`src/rtl/rv_mem_pkg.sv`:
```
// rv_mem_pkg: shared definitions for the unified-memory arbiter.
//   MMIO_BIT_DEF : default data byte-address bit that selects the MMIO window
//   LED_W_DEF    : default width of the board LED register
//   owner_t      : identifies which core port owns a grant or a response
package rv_mem_pkg;

  localparam int MMIO_BIT_DEF = 12;
  localparam int LED_W_DEF    = 3;

  typedef enum logic {
    OWN_I = 1'b0,
    OWN_D = 1'b1
  } owner_t;

endpackage

```
`src/rtl/rv_rr_arb2.sv`:
```
// rv_rr_arb2: two-requester round-robin arbiter with combinational grant.
//   clk   in  clock
//   reset in  synchronous, active-high; forces grants low, last owner = I
//   req   in  [1:0] requests, bit 0 = instruction port, bit 1 = data port
//   gnt   out [1:0] one-hot grant, same cycle as the request
module rv_rr_arb2
  import rv_mem_pkg::*;
(
  input  logic       clk,
  input  logic       reset,
  input  logic [1:0] req,
  output logic [1:0] gnt
);

  owner_t r_last_gnt;

  always_comb begin
    gnt = 2'b00;
    if (!reset) begin
      if (req == 2'b11) begin
        // Contention: hand the access to whoever did not have it last.
        gnt = (r_last_gnt == OWN_I) ? 2'b10 : 2'b01;
      end else begin
        gnt = req;
      end
    end
  end

  // Idle cycles leave the previous owner in place.
  always_ff @(posedge clk) begin
    if (reset) begin
      r_last_gnt <= OWN_I;
    end else if (gnt[1]) begin
      r_last_gnt <= OWN_D;
    end else if (gnt[0]) begin
      r_last_gnt <= OWN_I;
    end
  end

endmodule

```
`src/rtl/rv_mem_arbiter.sv`:
```
// rv_mem_arbiter: shares one single-port synchronous RAM between the core's
// instruction-fetch and data ports, and decodes an MMIO window holding the
// board LED register.
//   clk, reset                     clock, synchronous active-high reset
//   i_req/i_addr -> i_gnt          instruction read request and grant
//   i_rvalid/i_rdata               fetch response, 1 cycle after i_gnt
//   d_req/d_we/d_addr/d_wdata/d_be data request (read or byte-masked write)
//   d_gnt, d_rvalid/d_rdata        data grant and response (0 data for writes)
//   m_en/m_we/m_addr/m_wdata       RAM access port, m_rdata returned 1 cycle later
//   leds                           LED register, written via the MMIO window
module rv_mem_arbiter
  import rv_mem_pkg::*;
#(
  parameter int AW       = 10,
  parameter int MMIO_BIT = MMIO_BIT_DEF,
  parameter int LED_W    = LED_W_DEF
) (
  input  logic              clk,
  input  logic              reset,
  input  logic              i_req,
  input  logic [31:0]       i_addr,
  output logic              i_gnt,
  output logic              i_rvalid,
  output logic [31:0]       i_rdata,
  input  logic              d_req,
  input  logic              d_we,
  input  logic [31:0]       d_addr,
  input  logic [31:0]       d_wdata,
  input  logic [3:0]        d_be,
  output logic              d_gnt,
  output logic              d_rvalid,
  output logic [31:0]       d_rdata,
  output logic              m_en,
  output logic [3:0]        m_we,
  output logic [AW-1:0]     m_addr,
  output logic [31:0]       m_wdata,
  input  logic [31:0]       m_rdata,
  output logic [LED_W-1:0]  leds
);

  logic [1:0]       w_gnt;
  logic             w_d_mmio;
  logic             w_i_rvalid;
  logic             w_d_rvalid;
  logic             w_unused;

  logic             r_resp_i;
  logic             r_resp_d;
  logic             r_resp_mmio;
  logic             r_resp_we;
  logic [31:0]      r_mmio_rd;
  logic [LED_W-1:0] r_leds;

  rv_rr_arb2 u_arb (
    .clk   (clk),
    .reset (reset),
    .req   ({d_req, i_req}),
    .gnt   (w_gnt)
  );

  assign i_gnt    = w_gnt[0];
  assign d_gnt    = w_gnt[1];
  assign w_d_mmio = d_addr[MMIO_BIT];

  // Address bits outside the word index (and the byte offset) are ignored.
  assign w_unused = ^{i_addr[31:AW+2], i_addr[1:0], d_addr[31:AW+2], d_addr[1:0]};

  // Request stage: drive the RAM in the grant cycle.
  always_comb begin
    m_en    = 1'b0;
    m_we    = 4'b0000;
    m_addr  = '0;
    m_wdata = '0;
    if (w_gnt[0]) begin
      m_en   = 1'b1;
      m_addr = i_addr[AW+1:2];
    end else if (w_gnt[1] && !w_d_mmio) begin
      m_en    = 1'b1;
      m_addr  = d_addr[AW+1:2];
      m_we    = d_we ? d_be : 4'b0000;
      m_wdata = d_wdata;
    end
  end

  always_ff @(posedge clk) begin
    if (reset) begin
      r_resp_i    <= 1'b0;
      r_resp_d    <= 1'b0;
      r_resp_mmio <= 1'b0;
      r_resp_we   <= 1'b0;
      r_leds      <= '0;
    end else begin
      r_resp_i <= w_gnt[0];
      r_resp_d <= w_gnt[1];
      if (w_gnt[1]) begin
        r_resp_mmio <= w_d_mmio;
        r_resp_we   <= d_we;
        if (w_d_mmio && d_we) begin
          r_leds <= d_wdata[LED_W-1:0];
        end
      end
    end
  end

  // MMIO read captures the LED value as it stood at the grant edge.
  always_ff @(posedge clk) begin
    if (w_gnt[1] && w_d_mmio && !d_we) begin
      r_mmio_rd <= {{(32-LED_W){1'b0}}, r_leds};
    end
  end

  // Response stage: a response landing while reset is high is dropped.
  assign w_i_rvalid = r_resp_i & ~reset;
  assign w_d_rvalid = r_resp_d & ~reset;

  assign i_rvalid = w_i_rvalid;
  assign d_rvalid = w_d_rvalid;
  assign i_rdata  = w_i_rvalid ? m_rdata : 32'h0;
  assign d_rdata  = (w_d_rvalid && !r_resp_we) ? (r_resp_mmio ? r_mmio_rd : m_rdata) : 32'h0;
  assign leds     = r_leds;

endmodule

```
`config.mk`:
```
export PLATFORM = sky130hd
export DESIGN_NAME = rv_mem_arbiter
export DESIGN_NICKNAME = d
export VERILOG_FILES = /design/src/rtl/rv_mem_pkg.sv /design/src/rtl/rv_rr_arb2.sv /design/src/rtl/rv_mem_arbiter.sv
export SDC_FILE = /design/constraint.sdc
export NUM_CORES = 1
export LEC_CHECK = 0
export ABC_AREA = 1
export BUFFER_PORTS_ARGS = -buffer_cell sky130_fd_sc_hd__buf_4
export CAP_MARGIN = 25
export CORE_AREA = 2 2 99 101
export CTS_BUF_LIST = sky130_fd_sc_hd__clkbuf_8
export DETAILED_ROUTE_END_ITERATION = 16
export DIE_AREA = 0 0 101 103
export PLACE_DENSITY = 0.5
export SLEW_MARGIN = 20
export SYNTH_ARGS = -nofsm -noshare
export SYNTH_HDL_FRONTEND = slang
export SYNTH_SLANG_ARGS = --single-unit
```
`constraint.sdc`:
```
create_clock -name clk -period 1.42 [get_ports clk]
set_input_delay 0.284 -clock clk [delete_from_list [all_inputs] [get_ports clk]]
set_output_delay 0.284 -clock clk [all_outputs]
set_load 0.1 [all_outputs]
```
==> results.py, run 1 <==
metrics = {
    "cells_and_area": {
        "regArea_um2": 256,
        "fin_nets": 656,
        "multi_input_area_um2": 1780,
        "syn2layout_area_growth_pct": 291,
        "antenna_cells": 0,
        "drive_gt1_frac": 0.774,
        "fill_cells": 686,
    },
    "clock_network": {
        "cts_buffers": 3,
        "path_clk_slew_ps": 50,
        "clock_latency_ps": 230,
        "cts_htree_levels": 1,
        "cts.sinks": 11,
        "cts_hold_buf": 0,
        "clk_path_buf_depth": 2,
        "cts_root_buf": "clkbuf_8",
        "cts_tree": "built",
    },
    "sta": {
        "rsz0062_at_grt": "yes",
        "finalSetupViolations": 113,
        "fin_tns_setup_ps": -14360,
        "timing.slew.headroom": 0.811,
        "slew_viol_final": 0,
        "finalCriticalPeriod_ps": 1630,
        "max_freq_ghz": 0.613,
        "tightest_slew_ps": 286,
        "layout_worst_path_cycle_share": 1.15,
        "skew_ps": 2.84,
        "fin_worst_hold_slack_ps": 333,
        "finalHoldViolations": 0,
        "fin_ws_ps": -211,
    },
    "power": {
        "max-vdd-ir-drop_v": 0.000266,
        "leakage_nw": 2.71,
        "power_per_cell_area_nw_per_um2": 421,
    },
    "logic_synthesis": {
        "synth_area_um2": 1550,
        "synth_area_leader_cell": "inv_1",
        "synth_most_common_cell": "inv_1",
        "syn_avg_cell_area_um2": 5.54,
        "netlist-cell-type-count": 18,
        "netlist_top_cells_area": "inv_1 (20%), nor2_1 (17%), nor2_4 (15%)",
        "synth_top_flop_cell": "dfxtp_1",
        "synth_commonest_cells": "inv_1 (84), nor2_1 (72), nand2_1 (56)",
        "ys_ff_latch": 11,
        "async_flop_share": 0,
        "synth_top_area_frac": 0.203,
        "yosysSeqAreaShare": 0.161,
        "synth_nets": 417,
        "yosysWarnings": 0,
        "synth_edf_count": 3,
        "postSynthCellCount": 280,
    },
    "floorplan": {
        "row_count": 36,
        "fp.dieArea_um2": 10400,
        "die_w_um": 101,
        "die_y_um": 103,
        "initial_utilization": 0.164,
        "coreArea_um2": 9460,
        "io_pins": 255,
    },
    "placed_design": {
        "port_buffers": 211,
        "routabilityCongestion": 0.715,
        "hpwl_um": 5790,
    },
    "setup_path": {
        "crit_family": "buffers and inverters",
        "cp-start-kind": "flop",
        "path_common_cell": "buf_12",
        "slowest_delay_ps": 320,
        "arrival_ps": 1350,
        "crit_path_max_fanout": 21,
        "worst-path-buf-inv": 2,
        "cpMaxStageDelayCell": "dfxtp_2",
        "worstSetupPathType": "flop to output port",
        "crit_required_ps": 1140,
        "crit_chain": "nand2_2 > nand3_4 > buf_12 > nor2_4 > buf_12",
        "crit_path_end_kind": "output port",
    },
    "drt": {
        "post-route-drc-count": 0,
        "vias": 2505,
        "drtPass1Iterations": 4,
        "ant_nets": 0,
        "avgViaCountPerCell": 3.96,
        "drt_iter0_drc": 43,
        "drt_wl_total_um": 8420,
        "wl_per_cell_um": 13.3,
    },
    "worst_hold_path": {
        "min_path_type": "input pin to flop",
    },
    "global_routing": {
        "grt_pass1_vias": 2626,
        "antenna_found_initial": 0,
        "grt.total_usage": 0.145,
        "grt_start_max_net_pins": 30,
        "grt_first_pass_wirelength_um": 12200,
        "overflow": 0,
    },
    "run_status": {
        "status": "finished with violations",
        "violations": "negative setup slack",
    },
    "run": {
        "maxCapViolCount": 0,
    },
}
## placed cells by master (no fill, tap or decap), drive strengths merged, types with 3 or more instances in the layout
master    netlist  routed
buf            11     242
edfxtp          3       3
a21oi           5       5
dfxtp           8       8
clkbuf          0       6
nand3           4       4
inv            84      82
nor2          103     103
clkinvlp        0       3
nand4           3       3
nand2          56      56
## logic make-up (layout without fill, tap and decap cells)
logic type             after synthesis  after routing  share of synthesized area
and+or+nand+nor                    167            167                      0.538
buffers and inverters               96            334                      0.281
DFF                                 11             11                      0.161
AOI/OAI and AO/OA                    6              6                     0.0193
## report_power, final
| group | switching (mW) | internal (mW) | total (mW) | leakage [nW] |
|---|---|---|---|---|
| registers | 0.00971 | 0.338 | 0.347 | 0.0951 |
| logic | 1.18 | 0.727 | 1.91 | 2.59 |
| clock network | 0.111 | 0.189 | 0.300 | 0.0269 |
## metrics by stage
| stage | power [mW] | area [µm²] | setup WS (ps) | std cells | util |
|---|---|---|---|---|---|
| 2_1_floorplan | 1.47 | 2420 | -702 | 280 | - |
| 3_3_place_gp | 1.88 | 4250 | -296 | 618 | 0.450 |
| 3_5_place_dp | 1.89 | 4250 | -325 | 618 | 0.450 |
| 4_1_cts | 2.51 | 5880 | -210 | 626 | 0.621 |
| 5_1_grt | 2.67 | 6070 | -272 | 632 | 0.642 |
| 6_report | 2.56 | 6070 | -211 | 632 | 0.642 |
## flip-flops by register name, indices dropped and copies added, names as in the netlist
name / cells
u_arb.r_last_gnt: 1
r_resp_mmio: 1
leds: 3
r_mmio_rd: 3
r_resp_we: 1
r_resp_d: 1
r_resp_i: 1
## layer usage
layer,vias to the layer above,global-route usage,part of all wire
met5,-,0,0
met4,0,0.0260,0.0077
met3,4,0.0420,0.099
met2,140,0.283,0.56
met1,1116,0.157,0.33
li1,1245,-,-
## path summary, 6_finish.rpt
check                   start                to  slack [ps]  cells past startpoint
min reg2reg           leds[2]      r_mmio_rd[2]         480                      0
min                     d_req  u_arb.r_last_gnt         330                      3
max reg2reg  u_arb.r_last_gnt      r_mmio_rd[0]         120                      5
max          u_arb.r_last_gnt       m_wdata[10]        -210                      5
## worst min-delay path, stage by stage
cell     delay [ps]
buf_4           140
inv_12           50
a21oi_1          50
## final cells by class
type,count,area share
Clock buffer,3,0.00680
Clock inverter,1,0.000618
Inverter,85,0.0573
Multi-Input combinational cell,173,0.294
Sequential cell,11,0.0422
Tap cell,114,0.0235
Timing Repair Buffer,245,0.576
## timing repair
action	in CTS	in global routing
pin swaps	4	1
endpoints found under the setup margin	115	118
buffers inserted	4	2
cloned	1	4
resized for setup	379	18
(Power assumes the default switching activity.)
==> run 2, diff against run 1 <==
==> constraint.sdc (replaced) <==
create_clock -name clk -period 1.8 [get_ports clk]
set_input_delay 0.36 -clock clk [delete_from_list [all_inputs] [get_ports clk]]
set_output_delay 0.36 -clock clk [all_outputs]
set_load 0.1 [all_outputs]
==> run 2 against run 1 <==
  * The run now ends clean
  * Sequential power is 21% lower
  * Global-route usage is 2.7 points lower
  * Flip-flop and latch count stayed put
  * Combinational power is 36% lower
  * Worst setup slack better by 270 ps
  * Utilization is 16 points lower
  * Total power is 32% lower
  * Clock power is 22% lower
  * Critical path type unchanged
==> results.py, run 2 (synthesized netlist as in run 1, its figures left out) <==
metrics = {
    "floorplan": {
        "die_y_um": 103,
        "io_pins": 255,
        "coreArea_um2": 9460,
        "die_w_um": 101,
        "row_count": 36,
        "fp.dieArea_um2": 10400,
        "initial_utilization": 0.164,
    },
    "cells_and_area": {
        "antenna_cells": 0,
        "mostFrequentLayoutCells": "buf_4 (155), nor2_4 (99), inv_1 (83)",
        "drive_gt1_frac": 0.705,
        "fin_nets": 640,
        "final_cells": 616,
        "syn2layout_area_growth_pct": 191,
        "final_common_cell": "buf_4",
        "final_cell_area_um2": 4520,
    },
    "clock_network": {
        "cts_tree": "built",
        "cts_htree_levels": 1,
        "cts_buffers": 3,
        "path_clk_slew_ps": 50,
        "clk_path_buf_depth": 2,
        "clock_latency_ps": 230,
        "cts.sinks": 11,
        "cts_root_buf": "clkbuf_8",
    },
    "run": {
        "maxCapViolCount": 0,
    },
    "sta": {
        "fin_tns_setup_ps": 0,
        "layout_worst_path_cycle_share": 0.965,
        "skew_ps": 6.43,
        "finalHoldViolations": 0,
        "slew_viol_final": 0,
        "timing.slew.headroom": 0.798,
        "finalCriticalPeriod_ps": 1740,
        "max_freq_ghz": 0.576,
        "fin_worst_hold_slack_ps": 424,
        "tightest_slew_ps": 305,
        "rsz0062_at_grt": "yes",
        "finalSetupViolations": 0,
    },
    "setup_path": {
        "r2r-start": "u_arb.r_last_gnt",
        "crit_path_max_fanout": 8,
        "r2r_end": "r_mmio_rd[1]",
        "reg2reg_slack_ps": 380,
        "crit_path_end_kind": "output port",
        "reg2reg_depth": 5,
        "cp-start-kind": "flop",
        "worstSetupPathType": "flop to output port",
        "arrival_ps": 1380,
        "crit_required_ps": 1440,
    },
    "power": {
        "leakage_nw": 2.28,
        "max-vdd-ir-drop_v": 0.000242,
        "power_per_cell_area_nw_per_um2": 384,
        "finalPower_mw": 1.73,
    },
    "global_routing": {
        "grt_start_max_net_pins": 22,
        "grt_first_pass_wirelength_um": 9980,
        "overflow": 0,
        "grt.total_usage": 0.118,
        "antenna_found_initial": 0,
        "grt_pass1_vias": 2196,
    },
    "drt": {
        "ant_nets": 0,
        "drtPass1Iterations": 4,
        "vias": 2403,
        "avgViaCountPerCell": 3.90,
        "post-route-drc-count": 0,
        "drt_wl_total_um": 6980,
        "drt_iter0_drc": 12,
        "wl_per_cell_um": 11.3,
    },
    "placed_design": {
        "hpwl_um": 6060,
        "place_area_um2": 4010,
        "port_buffers": 211,
        "routabilityCongestion": 0.727,
        "dp_cells": 610,
    },
    "worst_hold_path": {
        "holdPathEnd": "u_arb.r_last_gnt",
        "whs_path_depth": 3,
        "min_path_type": "input pin to flop",
        "hp-start": "d_req",
    },
    "run_status": {
        "status": "complete, no violations",
    },
}
run 2: metal layers:
metal	global-route usage	up-vias	routed length [µm]
li1	-	1216	-
met3	0.0461	8	988
met1	0.113	1020	2210
met4	0.0260	0	88
met2	0.237	159	3680
met5	0	-	0
run 2: cell type report:
cell class | count | area, µm²
clock inverters | 1 | 3.75
fillers | 911 | 4940
well taps | 114 | 143
repair buffers | 229 | 2240
flip-flops and latches | 11 | 251
clock buffers | 3 | 41.3
inverters | 85 | 320
multi-input cells | 173 | 1520
run 2: worst max-delay path: stages (launching register included):
cell and delay (ps):
dfxtp_2 320, inv_2 40, nor2_4 130, nand3_4 130
clkbuf_16 210, nor2_4 130, buf_12 180
run 2: worst max-delay path by stage:
stage                   from          end  slack, ps  cells after the start
finish              r_resp_d  d_rdata[25]         60                      6
global route        r_resp_d  d_rdata[25]        -20                      6
CTS                 r_resp_d   d_rdata[2]          5                      5
detailed placement     reset    m_addr[9]          2                      7
global placement       reset    m_addr[9]          8                      7
floorplan           r_resp_d  d_rdata[21]       -420                      6
run 2: power by group:
group	switching (mW)	internal, mW	leakage (nW)
logic	0.848	0.379	2.16
registers	0.00630	0.267	0.0942
clock network	0.0845	0.149	0.0269
run 2: what timing repair did:
item | in CTS | in global routing
hold buffers | 0 | 0
setup endpoints to repair | 29 | 63
setup buffers | 0 | 1
pin swaps | 0 | 1
gates resized for setup | 20 | 94
gates cloned | 0 | 1
run 2: through the flow:
step	worst slack, ps	util
finish	63.3	0.478
global route	-20.0	0.478
CTS	5.20	0.436
detailed placement	1.72	0.424
global placement	8.11	0.424
floorplan	-419	-
==> run 3, diff against run 2 <==
==> constraint.sdc (replaced) <==
create_clock -name clk -period 1.8 [get_ports clk]
set_input_delay 0.27 -clock clk [delete_from_list [all_inputs] [get_ports clk]]
set_output_delay 0.27 -clock clk [all_outputs]
set_load 0.1 [all_outputs]
==> run 3 against run 2 <==
  * Fmax up 0.62%
  * Critical path depth unchanged
  * Via count is 3.4% lower
  * Critical path type unchanged
  * Critical endpoint is now d_rdata[5]
  * Global-route usage down 1.6 points
  * Final area shrank 19%
  * Sequential share of layout area rose by 1.3 points
  * Clock-buffer cell count unchanged
  * Largest cell class unchanged
  * Combinational power shrank 12%
  * Register-to-register slack worse by 80 ps
  * Wire length down 12%
==> results.py, run 3 (synthesized netlist as in run 1, its figures left out) <==
metrics = {
    "drt": {
        "drt_iter0_drc": 22,
        "avgViaCountPerCell": 3.84,
        "vias": 2321,
        "post-route-drc-count": 0,
        "ant_nets": 0,
        "drt_wl_total_um": 6120,
        "drtPass1Iterations": 4,
        "wl_per_cell_um": 10.1,
    },
    "cells_and_area": {
        "syn2layout_area_growth_pct": 136,
        "fin_nets": 629,
        "post-route-util": 0.387,
        "mostFrequentLayoutCells": "buf_4 (188), inv_1 (82), nand2_1 (46)",
        "antenna_cells": 0,
        "final_cell_area_um2": 3660,
        "final_common_cell": "buf_4",
        "drive_gt1_frac": 0.623,
    },
    "power": {
        "p_seq_frac": 0.171,
        "switching_share": 0.547,
        "clockPowerShare": 0.152,
        "power_per_cell_area_nw_per_um2": 434,
        "leakage_nw": 2.10,
        "max-vdd-ir-drop_v": 0.000140,
        "p_sw_mw": 0.869,
        "p_int_mw": 0.719,
        "comb_power_share": 0.677,
    },
    "sta": {
        "fin_tns_setup_ps": 0,
        "finalCriticalPeriod_ps": 1730,
        "slew_viol_final": 0,
        "skew_ps": 0.880,
        "fin_worst_hold_slack_ps": 335,
        "timing.slew.headroom": 0.787,
        "tightest_slew_ps": 319,
        "rsz0062_at_grt": "no",
        "max_freq_ghz": 0.579,
        "finalSetupViolations": 0,
        "layout_worst_path_cycle_share": 0.959,
        "finalHoldViolations": 0,
    },
    "setup_path": {
        "worstSetupStartpoint": "r_resp_d",
        "r2r_end": "r_mmio_rd[2]",
        "crit_required_ps": 1530,
        "reg2reg_slack_ps": 300,
        "r2r-start": "u_arb.r_last_gnt",
        "cpMaxStageDelayCell": "dfxtp_1",
        "slowest_delay_ps": 300,
        "arrival_ps": 1460,
        "worstSetupPathType": "flop to output port",
        "cp-start-kind": "flop",
        "crit_path_max_fanout": 21,
        "crit_chain": "inv_1 > nor2_4 > nand3_4 > buf_12 > nor2_2 > buf_6",
        "reg2reg_depth": 5,
        "crit_path_end_kind": "output port",
        "crit_end": "d_rdata[5]",
    },
    "placed_design": {
        "routabilityCongestion": 0.731,
        "place_area_um2": 3510,
        "port_buffers": 211,
        "hpwl_um": 5230,
    },
    "floorplan": {
        "fp.dieArea_um2": 10400,
        "die_y_um": 103,
        "die_w_um": 101,
        "io_pins": 255,
        "initial_utilization": 0.164,
        "row_count": 36,
        "coreArea_um2": 9460,
    },
    "clock_network": {
        "cts_htree_levels": 1,
        "cts_resized": 20,
        "post-cts-setup-buffers": 0,
        "clk_path_buf_depth": 2,
        "cts_hold_buf": 0,
        "cts_buffers": 3,
        "cts.sinks": 11,
        "cts_root_buf": "clkbuf_8",
        "path_clk_slew_ps": 50,
        "clock_latency_ps": 230,
        "cts_tree": "built",
    },
    "global_routing": {
        "grt_pass1_vias": 2049,
        "antenna_found_initial": 0,
        "grt_busiest_layer": "met2",
        "grt_util_met3": 0.0278,
        "grt_start_max_net_pins": 39,
        "grt_first_pass_wirelength_um": 8760,
        "grt_util_met2": 0.203,
        "overflow": 0,
        "grt.total_usage": 0.102,
        "use_met1": 0.105,
    },
    "worst_hold_path": {
        "whs_path_depth": 3,
        "min_path_type": "input pin to flop",
    },
    "run": {
        "maxCapViolCount": 0,
    },
    "run_status": {
        "status": "complete, no violations",
    },
}
run 3: area by class of cell:
class / count / area [µm²]
tap: 114 / 143
sequential: 11 / 250
inverter: 85 / 323
multi-input combinational: 173 / 1120
timing repair buffer: 218 / 1780
fill: 970 / 5800
clock buffer: 3 / 41.3
clock inverter: 1 / 5.00
run 3: per-stage QoR:
step                      setup WS, ps  cells  total power, mW
after floorplan                   -464    280             1.04
after global placement             113    601             1.34
after detailed placement          93.7    601             1.34
after CTS                         13.3    605             1.60
after global routing              1.35    605             1.66
final                             74.0    605             1.59
run 3: layer usage:
metal,vias to the layer above,wire length [µm]
li1,1188,-
met1,992,2150
met2,139,3190
met3,2,754
met4,0,28
met5,-,0
run 3: power by group through the flow:
stage | clock network [mW] | logic, mW | registers (mW)
2_1_floorplan | 0 | 0.748 | 0.292
3_3_place_gp | 0 | 1.06 | 0.276
3_5_place_dp | 0 | 1.07 | 0.276
4_1_cts | 0.252 | 1.08 | 0.271
5_1_grt | 0.263 | 1.13 | 0.273
6_report | 0.241 | 1.08 | 0.272
run 3: worst max-delay path, delay by kind of cell, from the launching register on:
| family | cells | cell delay, ps |
|---|---|---|
| buffers and inverters | 3 | 500 |
| flip-flops | 1 | 300 |
| AND/OR/NAND/NOR | 3 | 420 |
run 3: worst min-delay path by stage:
| stage | slack [ps] | endpoint | startpoint |
|---|---|---|---|
| global placement | 460 | u_arb.r_last_gnt | u_arb.r_last_gnt |
| global route | 360 | r_resp_i | i_req |
| CTS | 330 | r_resp_i | i_req |
| floorplan | 410 | r_resp_i | i_req |
| finish | 340 | r_resp_i | i_req |
| detailed placement | 460 | r_mmio_rd[2] | leds[2] |
